==> config.mk <==
export PLATFORM = sky130hd
export DESIGN_NAME = vga_timing_gen
export DESIGN_NICKNAME = d
export VERILOG_FILES = /design/src/rtl/vga_pkg.sv /design/src/rtl/vga_axis_counter.sv /design/src/rtl/vga_timing_gen.sv
export SDC_FILE = /design/constraint.sdc
export NUM_CORES = 1
export LEC_CHECK = 0
export CAP_MARGIN = 20
export CORE_MARGIN = 2
export CORE_UTILIZATION = 53
export CTS_CLUSTER_SIZE = 8
export DETAILED_ROUTE_END_ITERATION = 6
export PLACE_DENSITY = 0.75
export SLEW_MARGIN = 10
export SYNTH_ARGS = -nofsm -noshare
export SYNTH_HDL_FRONTEND = slang
export SYNTH_HIERARCHICAL = 1
export SYNTH_SLANG_ARGS = --single-unit
==> constraint.sdc <==
create_clock -name clk_25_175 -period 2.6 [get_ports clk_25_175]
set_clock_uncertainty 0.1 [all_clocks]
set_input_delay 0.52 -clock clk_25_175 [delete_from_list [all_inputs] [get_ports clk_25_175]]
set_output_delay 0.52 -clock clk_25_175 [all_outputs]
set_load 0.02 [all_outputs]
==> src/rtl/vga_pkg.sv <==
// Shared 640x480@60 raster timing constants and the flag bundle decoded per pixel.
package vga_pkg;

  localparam int unsigned H_ACTIVE = 640;
  localparam int unsigned H_FP     = 16;
  localparam int unsigned H_SYNC   = 96;
  localparam int unsigned H_BP     = 48;
  localparam int unsigned H_TOTAL  = H_ACTIVE + H_FP + H_SYNC + H_BP;

  localparam int unsigned V_ACTIVE = 480;
  localparam int unsigned V_FP     = 10;
  localparam int unsigned V_SYNC   = 2;
  localparam int unsigned V_BP     = 33;
  localparam int unsigned V_TOTAL  = V_ACTIVE + V_FP + V_SYNC + V_BP;

  localparam int unsigned CNT_W    = 10;

  // Per-pixel decode results, registered together so they stay aligned with x/y.
  typedef struct packed {
    logic hsync;
    logic vsync;
    logic de;
    logic line_start;
    logic frame_start;
    logic vblank_start;
  } vga_flags_t;

  // True when a w-bit counter can hold every value 0..total-1.
  function automatic bit cnt_w_fits(input int unsigned w, input int unsigned total);
    return (w > 0) && (w < 32) && ((64'd1 << w) >= 64'(total));
  endfunction

endpackage

==> src/rtl/vga_axis_counter.sv <==
// Modulo-TOTAL counter for one raster axis; wrap flags the increment that returns to 0.
module vga_axis_counter #(
  parameter int unsigned TOTAL = 800,
  parameter int unsigned CNT_W = 10
) (
  input  logic             clk,
  input  logic             rst_n,
  input  logic             inc,
  output logic [CNT_W-1:0] count,
  output logic             wrap
);

  localparam logic [CNT_W-1:0] LAST = CNT_W'(TOTAL - 1);

  logic [CNT_W-1:0] count_q, count_d;

  assign wrap  = inc && (count_q == LAST);
  assign count = count_q;

  // Next count: advance on inc, fold back to zero after the last position.
  always_comb begin
    count_d = count_q;
    if (inc) begin
      count_d = (count_q == LAST) ? '0 : count_q + CNT_W'(1);
    end
  end

  // Counter register.
  always_ff @(posedge clk or negedge rst_n) begin
    if (!rst_n) begin
      count_q <= '0;
    end else begin
      count_q <= count_d;
    end
  end

endmodule

==> src/rtl/vga_timing_gen.sv <==
// Raster timing source: h/v counters, sync/de/strobe decode, one aligned output register stage.
module vga_timing_gen
  import vga_pkg::*;
#(
  parameter int unsigned H_ACTIVE = vga_pkg::H_ACTIVE,
  parameter int unsigned H_FP     = vga_pkg::H_FP,
  parameter int unsigned H_SYNC   = vga_pkg::H_SYNC,
  parameter int unsigned H_BP     = vga_pkg::H_BP,
  parameter int unsigned V_ACTIVE = vga_pkg::V_ACTIVE,
  parameter int unsigned V_FP     = vga_pkg::V_FP,
  parameter int unsigned V_SYNC   = vga_pkg::V_SYNC,
  parameter int unsigned V_BP     = vga_pkg::V_BP,
  parameter bit          SYNC_POL = 1'b0,
  parameter int unsigned CNT_W    = vga_pkg::CNT_W
) (
  input  logic             clk_25_175,
  input  logic             rst_n,
  input  logic             ena,
  output logic             hsync,
  output logic             vsync,
  output logic             de,
  output logic [CNT_W-1:0] pixel_x,
  output logic [CNT_W-1:0] pixel_y,
  output logic             line_start,
  output logic             frame_start,
  output logic             vblank_start
);

  localparam int unsigned H_TOT = H_ACTIVE + H_FP + H_SYNC + H_BP;
  localparam int unsigned V_TOT = V_ACTIVE + V_FP + V_SYNC + V_BP;

  if (H_ACTIVE == 0 || H_FP == 0 || H_SYNC == 0 || H_BP == 0 ||
      V_ACTIVE == 0 || V_FP == 0 || V_SYNC == 0 || V_BP == 0) begin : g_bad_timing
    $error("vga_timing_gen: every timing parameter must be non-zero");
  end

  if (!cnt_w_fits(CNT_W, H_TOT) || !cnt_w_fits(CNT_W, V_TOT)) begin : g_bad_width
    $error("vga_timing_gen: CNT_W too narrow for H/V totals");
  end

  localparam logic [CNT_W-1:0] H_ACT_L  = CNT_W'(H_ACTIVE);
  localparam logic [CNT_W-1:0] HS_START = CNT_W'(H_ACTIVE + H_FP);
  localparam logic [CNT_W-1:0] HS_END   = CNT_W'(H_ACTIVE + H_FP + H_SYNC);
  localparam logic [CNT_W-1:0] V_ACT_L  = CNT_W'(V_ACTIVE);
  localparam logic [CNT_W-1:0] VS_START = CNT_W'(V_ACTIVE + V_FP);
  localparam logic [CNT_W-1:0] VS_END   = CNT_W'(V_ACTIVE + V_FP + V_SYNC);

  localparam vga_flags_t FLAGS_RST = '{
    hsync: ~SYNC_POL, vsync: ~SYNC_POL, de: 1'b0,
    line_start: 1'b0, frame_start: 1'b0, vblank_start: 1'b0
  };

  logic [CNT_W-1:0] hc, vc;
  logic             h_wrap;
  logic             v_wrap_unused;

  vga_axis_counter #(.TOTAL(H_TOT), .CNT_W(CNT_W)) u_h_axis (
    .clk   (clk_25_175),
    .rst_n (rst_n),
    .inc   (ena),
    .count (hc),
    .wrap  (h_wrap)
  );

  vga_axis_counter #(.TOTAL(V_TOT), .CNT_W(CNT_W)) u_v_axis (
    .clk   (clk_25_175),
    .rst_n (rst_n),
    .inc   (h_wrap),
    .count (vc),
    .wrap  (v_wrap_unused)
  );

  vga_flags_t       flags_d, flags_q;
  logic [CNT_W-1:0] x_q, y_q;

  // Decode syncs, display enable and strobes for the pixel the counters point at.
  always_comb begin
    flags_d              = FLAGS_RST;
    flags_d.hsync        = ((hc >= HS_START) && (hc < HS_END)) ? SYNC_POL : ~SYNC_POL;
    flags_d.vsync        = ((vc >= VS_START) && (vc < VS_END)) ? SYNC_POL : ~SYNC_POL;
    flags_d.de           = (hc < H_ACT_L) && (vc < V_ACT_L);
    flags_d.line_start   = (hc == '0);
    flags_d.frame_start  = (hc == '0) && (vc == '0);
    flags_d.vblank_start = (hc == '0) && (vc == V_ACT_L);
  end

  // Output stage: capture decode and coordinates together; when frozen, hold levels and kill
  // strobes so a held pixel never reports its strobe twice.
  always_ff @(posedge clk_25_175 or negedge rst_n) begin
    if (!rst_n) begin
      flags_q <= FLAGS_RST;
      x_q     <= '0;
      y_q     <= '0;
    end else if (ena) begin
      flags_q <= flags_d;
      x_q     <= hc;
      y_q     <= vc;
    end else begin
      flags_q.line_start   <= 1'b0;
      flags_q.frame_start  <= 1'b0;
      flags_q.vblank_start <= 1'b0;
    end
  end

  assign hsync        = flags_q.hsync;
  assign vsync        = flags_q.vsync;
  assign de           = flags_q.de;
  assign line_start   = flags_q.line_start;
  assign frame_start  = flags_q.frame_start;
  assign vblank_start = flags_q.vblank_start;
  assign pixel_x      = x_q;
  assign pixel_y      = y_q;

endmodule

==> run summary <==
Simple-gate share of the synthesized area: 20.7%
Synth area leader: dfrtp_1
Register area: 1150 um2
Routed via count: 1521
Setup tns final: 0 ns
CP startpoint kind: input pin
Routed wire length: 4250 um
DR iter-0 viols: 94
# clock sinks: 46
Logic pwr share: 19.0%
Leakage power: 1.12 nW
Pwr per Cell Area: 694 nW/um2
Clock group share of total power: 29.4%
Footprint of the multi-input gates: 913 um2
NetSw: 0.513 mW
Sequential cell area fraction in the yosys report: 54.2%
FMAX: 451 MHz
I/O pin count: 29
Post-synthesis cell area: 2130 um2
Period minus WS final: 2.22 ns
Maximum VDD drop: 572 uV
Register share of total power: 51.6%
Input/output buffers: 28
CP top delay family: buffers and inverters
Area Growth Syn to Fin: 21.0%
Worst path max stage delay: 0.53 ns
HPWL after DPL: 2890 um
R2r worst-path depth: 7
Die width: 67.4 um
Vias in the first global route: 1495
Syn nets: 179
Sw Share: 28.7%
Clock Latency Late Sink: 0.29 ns
Relative slew slack: 71.5%
R2r setup slk: 0.40 ns
Fin. max-slew vios: 0
First-pass DRT Iterations: 4
Crit. Startpoint: ena
Crit end category: flip-flop
Outcome: complete, no violations
Inserted Clock Buffers: 5
Cells after Synth: 173
Hold WC Path Type: input pin to asynchronous set/reset pin
Maxcap violations: 0
M1 WL: 1850 um
Top Layer Used: met4
FFs w/ async S/R, synth: 100%
Multiplexer share of the synthesized area: 11.0%
CTS tree: built
Post-CTS Setup Bufs: 0
CP Depth: 5
Syn_area_per_cell: 12.3 um2
Post-synth cell types: 43
Layout Nets: 213
Post-CTS resize count: 0
First-pass GRT wire length: 7190 um
#FFs+latches synth: 46
Count of final setup violators: 0
Worst-path cell chain: clkdlybuf4s50_1 > buf_4 > nand3_1 > or4_1 > a21oi_1
Critical path endpoint: u_h_axis/count[9]
RSZ-0062 raised after global routing: no
Main combinational cell family by area after synthesis: simple AND/OR/NAND/NOR gates
GRT Total Usage: 21.3%
Critical path class: input pin to flip-flop
Diodes inserted: 0
Largest net degree at the start of global routing: 35
Compound-cell area share of the yosys netlist: 4.88%
Worst-Margin Slew: 0.427 ns
Post-CTS Hold Buffers: 0
FP Rows: 23
WP data arrival: 2.32 ns
Gpl congestion: 0.875
Via-to-Cell Ratio: 5.92
Core area: 3940 um2
Root Buffer: clkbuf_8
Synth Area in Adders: 1.76%
Most common flop cell mapped by yosys: dfrtp_1
Clock tree buffer depth: 2
Number of flops mapped to enable cells by yosys: 0
Met2 routed wirelength: 2060 um
DRC errors left: 0
Crit Reg-Reg Endpoint: u_v_axis/count[9]
Yosys top cell area share: 51.7%
Top cells by count, synth: dfrtp_1, mux2_2, inv_1
Top-count cell post-synth: dfrtp_1
Max FO, Critical Path: 34
Clock slew at reported path FFs: 0.08 ns
Initial antenna violation count: 0
Final Cycle Share: 85.3%
Fraction of synthesized cell area in xor and xnor cells: 4.52%
DR WL/cell: 16.5 um
FILL cells: 289
Share of cells above drive strength 1: 22.2%
Pint: 1.28 mW
Routed wl met3: 274 um
H-tree depth: 2
Crit path max-delay cell type: or4_1
Initial core utilization: 54.0%
Syn. warnings: 6
CP required: 2.70 ns
Total grt overflow: 0
Min Hold Slack: 0.0578 ns
Post-DRT Antenna Nets: 0
Fin. Hold Viols: 0
Synth area leaders: dfrtp_1, mux2_2, dfstp_2
Die Y: 67.4 um
Die area: 4540 um2
CP bufs+invs: 2
RR Startpoint: u_h_axis/count[0]
cells in the final DEF (no fill, tap or decap), drive strengths merged, types with 2 or more instances in the layout:
cell type / n
dfrtp: 44
clkdlybuf4s50: 27
mux2: 20
nor4: 9
inv: 8
nand4: 8
nor3: 7
nand2: 7
nor2: 7
clkbuf: 6
xnor2: 6
o21ai: 6
a21oi: 5
xor2: 5
buf: 5
nand3: 5
and3: 4
nand2b: 3
ha: 3
or4: 2
nand4b: 2
dfstp: 2
o22ai: 2
worst reg2reg max path, stage by stage, from the launching register on:
cell	delay [ns]
dfrtp_1	0.55
ha_1	0.27
nand2_1	0.17
nor4_2	0.39
nand3_1	0.17
nor4_2	0.26
xnor2_1	0.15
nor2_1	0.05
flip-flops by register name (all words and copies together) (netlist names):
register        cells
u_v_axis/count     10
line_start          1
hsync               1
frame_start         1
pixel_y            10
vsync               1
vblank_start        1
u_h_axis/count     10
de                  1
pixel_x            10
metrics by stage:
stage | power (mW) | instance area (um2) | worst slack (ns) | util [%] | instances
finish | 1.79 | 2580 | 0.382 | 65.4 | 257
global route | 1.88 | 2580 | 0.220 | 65.4 | 257
CTS | 1.80 | 2580 | 0.428 | 65.4 | 257
detailed placement | 1.27 | 2460 | 0.201 | 62.5 | 250
global placement | 1.25 | 2460 | 0.251 | 62.5 | 250
floorplan | 1.12 | 2130 | 0.504 | - | 173
metal layers:
metal	vias to the layer above	GRT usage, %
met2	66	34.8
met1	748	28.2
met5	-	0
met4	0	7.65
li1	697	-
met3	10	4.17
power groups by stage:
stage | Clock [mW] | Combinational (mW) | Sequential (mW)
after global placement | 0 | 0.328 | 0.927
final | 0.526 | 0.341 | 0.922
after CTS | 0.535 | 0.342 | 0.922
after detailed placement | 0 | 0.339 | 0.933
after global routing | 0.572 | 0.366 | 0.937
after floorplan | 0 | 0.159 | 0.956
cells by family (layout without fill, tap and decap cells):
logic type,after synthesis,in the layout
multiplexers,21,21
AO/OA/AOI/OAI,17,17
XOR/XNOR,11,11
adder cells (fa/ha/maj),3,3
AND/OR/NAND/NOR,62,62
flip-flops,46,46
buffers and inverters,13,47
worst min-delay path by stage:
| stage | cells past startpoint | to | startpoint | slack, ns |
|---|---|---|---|---|
| after floorplan | 0 | de | rst_n | 0.12 |
| after detailed placement | 1 | pixel_x[2] | rst_n | 0.38 |
| final | 1 | pixel_x[2] | rst_n | 0.06 |
| after global routing | 1 | pixel_y[8] | rst_n | 0.08 |
| after global placement | 1 | pixel_x[2] | rst_n | 0.36 |
| after CTS | 1 | pixel_x[2] | rst_n | 0.06 |
cell type report:
cell class	count	area share, %
Timing Repair Buffer	32	11.8
Clock buffer	6	3.20
Clock inverter	1	1.17
Multi-Input combinational cell	114	35.4
Tap cell	50	2.43
Sequential cell	46	44.8
Inverter	8	1.17
No activity file was read; power rests on OpenSTA's default activity.
